==> src/rtl/param_stack_unit_if.sv <==
// Control/data bundle between the datapath and the hardware stack.
// The master drives commands and Z-bus data; the slave returns the top of stack and status.
interface param_stack_unit_if #(
  parameter int WIDTH = 16,
  parameter int CNT_W = 5
);
  logic             push;
  logic             pop;
  logic             flush;
  logic             clr_flags;
  logic [WIDTH-1:0] din;
  logic [WIDTH-1:0] dout;
  logic [CNT_W-1:0] count;
  logic             full;
  logic             empty;
  logic             ovf;
  logic             unf;

  modport master (
    output push, pop, flush, clr_flags, din,
    input  dout, count, full, empty, ovf, unf
  );

  modport slave (
    input  push, pop, flush, clr_flags, din,
    output dout, count, full, empty, ovf, unf
  );
endinterface

==> src/rtl/param_stack_unit.sv <==
// Falling-edge hardware stack with its own pointer and sticky overflow/underflow flags.
// The top of stack is muxed combinationally from the entry array, so dout follows count directly.
module stack_entry #(
  parameter int WIDTH = 16
) (
  input  logic             clk,
  input  logic             we,
  input  logic [WIDTH-1:0] d,
  output logic [WIDTH-1:0] q
);
  // Storage is don't-care after reset, so entries carry no reset.
  always_ff @(negedge clk)
    if (we) q <= d;
endmodule

module param_stack_unit #(
  parameter int WIDTH = 16,
  parameter int DEPTH = 16,
  parameter int CNT_W = 5
) (
  input  logic               clk,
  input  logic               rst,
  param_stack_unit_if.slave  bus
);
  localparam logic [CNT_W-1:0] DEPTH_C = CNT_W'(DEPTH);

  if (DEPTH < 2) begin : g_bad_depth
    $error("param_stack_unit: DEPTH must be at least 2");
  end
  if (CNT_W != $clog2(DEPTH + 1)) begin : g_bad_cnt_w
    $error("param_stack_unit: CNT_W must equal clog2(DEPTH+1)");
  end

  logic [CNT_W-1:0]            count_q, count_d;
  logic [CNT_W-1:0]            top_idx, wr_idx;
  logic                        ovf_q, ovf_d, unf_q, unf_d;
  logic                        wr_en;
  logic                        full, empty;
  logic [DEPTH-1:0][WIDTH-1:0] mem_q;
  logic [WIDTH-1:0]            top_word;

  assign full    = (count_q == DEPTH_C);
  assign empty   = (count_q == '0);
  assign top_idx = count_q - CNT_W'(1);

  // Priority: flush > push&pop > push > pop. Error flags use set-wins over clr_flags.
  always_comb begin
    count_d = count_q;
    ovf_d   = ovf_q & ~bus.clr_flags;
    unf_d   = unf_q & ~bus.clr_flags;
    wr_en   = 1'b0;
    wr_idx  = count_q;
    if (bus.flush) begin
      count_d = '0;
    end else if (bus.push && bus.pop) begin
      wr_en = 1'b1;
      if (empty) begin
        wr_idx  = '0;
        count_d = CNT_W'(1);
      end else begin
        wr_idx = top_idx;
      end
    end else if (bus.push) begin
      if (full) begin
        ovf_d = 1'b1;
      end else begin
        wr_en   = 1'b1;
        wr_idx  = count_q;
        count_d = count_q + CNT_W'(1);
      end
    end else if (bus.pop) begin
      if (empty) unf_d = 1'b1;
      else       count_d = top_idx;
    end
  end

  always_ff @(negedge clk or posedge rst) begin
    if (rst) begin
      count_q <= '0;
      ovf_q   <= 1'b0;
      unf_q   <= 1'b0;
    end else begin
      count_q <= count_d;
      ovf_q   <= ovf_d;
      unf_q   <= unf_d;
    end
  end

  for (genvar i = 0; i < DEPTH; i++) begin : g_entry
    stack_entry #(.WIDTH(WIDTH)) u_entry (
      .clk (clk),
      .we  (wr_en && (wr_idx == CNT_W'(i))),
      .d   (bus.din),
      .q   (mem_q[i])
    );
  end

  // Compare-based read mux keeps non-power-of-2 depths free of out-of-range selects.
  always_comb begin
    top_word = '0;
    for (int i = 0; i < DEPTH; i++)
      if (top_idx == CNT_W'(i)) top_word = mem_q[i];
  end

  assign bus.dout  = empty ? '0 : top_word;
  assign bus.count = count_q;
  assign bus.full  = full;
  assign bus.empty = empty;
  assign bus.ovf   = ovf_q;
  assign bus.unf   = unf_q;
endmodule
==> src/flat_wrapper.sv <==
// flat-port wrapper written by rule: the top's interface ports become plain ports
module param_stack_unit_flat 
#(
  parameter int WIDTH = 16,
  parameter int DEPTH = 16,
  parameter int CNT_W = 5
)
  (clk, rst, bus_push, bus_pop, bus_flush, bus_clr_flags, bus_din, bus_dout, bus_count, bus_full, bus_empty, bus_ovf, bus_unf);
  param_stack_unit_if #(.WIDTH(WIDTH), .CNT_W(CNT_W)) bus_i ();
  input  logic clk;
  input  logic rst;
  input wire logic [$bits(bus_i.push)-1:0] bus_push;
  input wire logic [$bits(bus_i.pop)-1:0] bus_pop;
  input wire logic [$bits(bus_i.flush)-1:0] bus_flush;
  input wire logic [$bits(bus_i.clr_flags)-1:0] bus_clr_flags;
  input wire logic [$bits(bus_i.din)-1:0] bus_din;
  output wire logic [$bits(bus_i.dout)-1:0] bus_dout;
  output wire logic [$bits(bus_i.count)-1:0] bus_count;
  output wire logic [$bits(bus_i.full)-1:0] bus_full;
  output wire logic [$bits(bus_i.empty)-1:0] bus_empty;
  output wire logic [$bits(bus_i.ovf)-1:0] bus_ovf;
  output wire logic [$bits(bus_i.unf)-1:0] bus_unf;
  assign bus_i.push = bus_push;
  assign bus_i.pop = bus_pop;
  assign bus_i.flush = bus_flush;
  assign bus_i.clr_flags = bus_clr_flags;
  assign bus_i.din = bus_din;
  assign bus_dout = bus_i.dout;
  assign bus_count = bus_i.count;
  assign bus_full = bus_i.full;
  assign bus_empty = bus_i.empty;
  assign bus_ovf = bus_i.ovf;
  assign bus_unf = bus_i.unf;
  param_stack_unit #(.WIDTH(WIDTH), .DEPTH(DEPTH), .CNT_W(CNT_W)) u_core (.clk(clk), .rst(rst), .bus(bus_i));
endmodule
==> config.mk <==
export PLATFORM = sky130hd
export DESIGN_NAME = param_stack_unit_flat
export DESIGN_NICKNAME = d
export VERILOG_FILES = /design/src/rtl/param_stack_unit_if.sv /design/src/rtl/param_stack_unit.sv /design/src/flat_wrapper.sv
export SDC_FILE = /design/constraint.sdc
export NUM_CORES = 1
export LEC_CHECK = 0
export ABC_AREA = 1
export CORE_ASPECT_RATIO = 0.75
export CORE_MARGIN = 5
export CORE_UTILIZATION = 35
export DETAILED_ROUTE_END_ITERATION = 12
export GPL_ROUTABILITY_DRIVEN = 0
export SETUP_SLACK_MARGIN = 0.15
export SYNTH_ARGS = -nofsm -noshare
export SYNTH_HDL_FRONTEND = slang
export SYNTH_SLANG_ARGS = --single-unit
==> constraint.sdc <==
create_clock -name clk -period 3.71 [get_ports clk]
set_input_delay 0.5565 -clock clk [delete_from_list [all_inputs] [get_ports clk]]
set_output_delay 0.5565 -clock clk [all_outputs]
set_load 0.005 [all_outputs]
==> results.cfg <==
[detailed_routing]
final_antenna_net_count = 0
vias = 8848
dr.first_iter.drc_count = 514
vias_per_cell = 4.83
wl_per_cell_um = 16.0
drc = 0
firstDrtPassIters = 5
wl_um = 29300

[layout]
diodes = 0
num-fill-cells = 2669
register_area_um2 = 7860
drive_above_1_share = 0.276
area_growth_pct = 45.1
design_area_um2 = 16200
multi_input_area_um2 = 3550
nets = 1435

[worst_setup_path]
crit_slowest_cell = dfrtn_1
critPathMaxStageDelay_ns = 0.43
crit_fanout = 7
path_cells = inv_2 > ha_4 > xnor2_4 > nand3_4 > buf_6 > nor2_4 > clkbuf_16 > nand2_1 > nand3_1 > nand3_1 > nand3_1 > nand2_1 > nand2_1 > nand2_1 > nand3_2 > nand2_2 > nand3_2 > nand3_2 > nand3_2 > nand2_2 > a21oi_2 > buf_2
r2r_slack_ns = 0.93
start_kind = register
arrival_ns = 5.15
crit_buf_inv = 4
cp.required_ns = 3.15
crit_family = simple AND/OR/NAND/NOR gates
path_class = reg -> out
end_kind = output pin

[synthesis]
syn_area_per_cell_um2 = 11.7
synth_cell_types = 35
ys_ff_latch = 263
synth_top_area_share = 0.688
synth_warnings = 0
synth_nets = 985
synth.top_cells.by_area = edfxtp_1, nand2_1, a21oi_1
synth_top_cell_by_area = edfxtp_1
netlist_area_um2 = 11200
netlist_instances = 957
ys_seq_area_frac = 0.703

[sta]
worst_slack_ns = -2.00
slew_viol_final = 0
finalHoldViolCount = 0
max_slew_margin = 0.636
worstMarginPinSlew_ns = 0.544
clock_skew_ns = 0.0801
rsz0062_at_grt = yes
finalSetupViolations = 20

[grt]
grt_use_total = 0.162
grt_overflow = 0
grt_first_pass_wirelength_um = 46300
grt_max_degree = 28
antenna_found_initial = 0
grt_pass1_vias = 9563

[die]
start_util = 0.356
rows = 56
die_area_um2 = 35600
die_h_um = 165
die_w_um = 216
ios = 47
coreArea_um2 = 31400

[clock_tree]
clockBufferDepth = 3
clk_latency_ns = 0.61
cts-root-buf = clkbuf_16
cts_max_level = 1
cts_sinks = 263
cts_buffers = 27
clk_pin_slew_ns = 0.05
cts.hold.buffers_added = 0
cts_tree = done

[placed_design]
place_area_um2 = 13500
numPortBuffers = 46
dp_hpwl_um = 17600

[pwr]
leakagePower_nw = 7.18
p_per_area_nw_per_um2 = 671
max-vdd-ir-drop_uv = 353
finalPower_w = 0.0109

[flow_run]
maxCapViolCount = 0

[run_status]
status = complete, but fails checks
violations = setup timing

[min_path]
min_path_type = reg -> reg
[final cells by class]
type / count / share of cell area
Multi-Input combinational cell: 606 / 0.219
Timing Repair Buffer: 208 / 0.136
Clock inverter: 275 / 0.0750
Clock buffer: 28 / 0.0432
Tap cell: 406 / 0.0313
Sequential cell: 263 / 0.485
Inverter: 45 / 0.0110
[sequential cells by signal (all words and copies together), names as in the netlist]
signal                    cells
u_core.g_entry.u_entry.q    256
u_core.bus.count              5
u_core.bus.ovf                1
u_core.bus.unf                1
[layout by cell type (no fill, tap or decap), types with 2 or more instances in the layout]
master,netlist,routed
inv_1,39,292
edfxtp_1,256,256
nand2_1,225,195
buf_4,3,99
a21oi_1,92,75
nor2_1,85,62
nand3_1,89,47
nand3_2,5,41
buf_12,0,35
clkbuf_16,0,31
buf_6,7,27
nor2_4,6,26
o21ai_0,26,25
nand2_2,4,23
buf_2,16,20
clkdlybuf4s50_1,0,18
a21oi_2,0,17
nor3_1,14,14
nand2_4,2,12
inv_2,7,10
or2_0,9,9
nand3_4,2,8
nor2_2,4,7
or2_2,7,7
o21ai_1,8,7
dfrtn_1,7,7
bufinv_16,0,6
clkinvlp_2,0,6
o211ai_1,5,5
o22ai_1,4,4
ha_1,6,4
buf_8,0,4
inv_4,0,3
a21o_1,3,3
o2111ai_1,3,3
o21ai_2,0,2
xor2_1,2,2
ha_4,0,2
[worst min-delay path: stages, from the launching register on]
cell,delay [ns]
dfrtn_1,0.40
nand2_1,0.06
nand2_1,0.06
[per-layer routing]
layer  share of wire  global-route usage  up-vias
li1                -                   -     4267
met4           0.013              0.0546        0
met2            0.47               0.255      267
met3           0.064              0.0586       40
met5               0                   0        -
met1            0.46               0.211     4274
[worst paths after layout]
path                                                 start  depth (start not counted)                                        to
max                        u_core.bus.count[1]$_DFFE_NP0P_                         22                               bus_dout[3]
min                               u_core.bus.ovf$_DFF_NP0_                          2                  u_core.bus.ovf$_DFF_NP0_
max reg2reg                u_core.bus.count[0]$_DFFE_NP0P_                         17  u_core.g_entry[2].u_entry.q[8]$_DFFE_NP_
min reg2reg                       u_core.bus.ovf$_DFF_NP0_                          2                  u_core.bus.ovf$_DFF_NP0_
max in group asynchronous                              rst                          2           u_core.bus.count[0]$_DFFE_NP0P_
min in group asynchronous                              rst                          2                  u_core.bus.ovf$_DFF_NP0_
[cells by family after synthesis]
logic type	share of synthesized area
and+or+nand+nor	0.180
DFF	0.703
AOI/OAI and AO/OA	0.0681
buffers and inverters	0.0371
adders and majority gates	0.00672
xor gates and xnor gates	0.00481
[cells in the mapped netlist]
| cell type | count |
|---|---|
| nand2_4 | 2 |
| nand4_1 | 1 |
| nand3_2 | 5 |
| o211ai_1 | 5 |
| a21o_1 | 3 |
| xnor2_1 | 1 |
| o2111ai_1 | 3 |
| ha_1 | 6 |
| buf_1 | 1 |
| nor2_1 | 85 |
| inv_2 | 7 |
| o22ai_1 | 4 |
| nand2_1 | 225 |
| edfxtp_1 | 256 |
| xor2_1 | 2 |
| a221oi_1 | 1 |
| buf_6 | 7 |
| nand3_1 | 89 |
| dfrtn_1 | 7 |
| nand2_2 | 4 |
| nor2_2 | 4 |
| nand3_4 | 2 |
| o21ai_1 | 8 |
| inv_1 | 39 |
| buf_4 | 3 |
| buf_2 | 16 |
| or2_2 | 7 |
| clkbuf_1 | 15 |
| nor3_1 | 14 |
| xnor2_4 | 1 |
| or2_0 | 9 |
| nor2_4 | 6 |
| o21ai_0 | 26 |
| a21oi_1 | 92 |
| a32o_1 | 1 |
[power by group]
group	internal (W)	total, W	switching [W]
Clock	0.00215	0.00402	0.00187
Combinational	0.00151	0.00345	0.00194
Sequential	0.00338	0.00341	0.0000315
[through the flow]
| step | worst slack [ns] | std cells | hold slack (ns) | TNS [ns] | utilization |
|---|---|---|---|---|---|
| final | -2.00 | 1831 | 0.432 | -32.01 | 0.517 |
| after CTS | -1.94 | 1825 | 0.442 | -32.35 | 0.506 |
| after global routing | -2.17 | 1831 | 0.457 | -35.49 | 0.517 |
| after floorplan | -1.11 | 957 | 0.433 | -138.66 | - |
| after detailed placement | -1.64 | 1489 | 0.440 | -239.11 | 0.429 |
| after global placement | -1.62 | 1489 | 0.429 | -230.69 | 0.429 |
[timing repair]
item                       CTS  global route
pin swaps                   45            60
setup buffers               30             6
resized for setup          175            79
setup endpoints to repair  281           104
cloned                       4             0
Note: power is estimated with default switching activity, not from simulation.
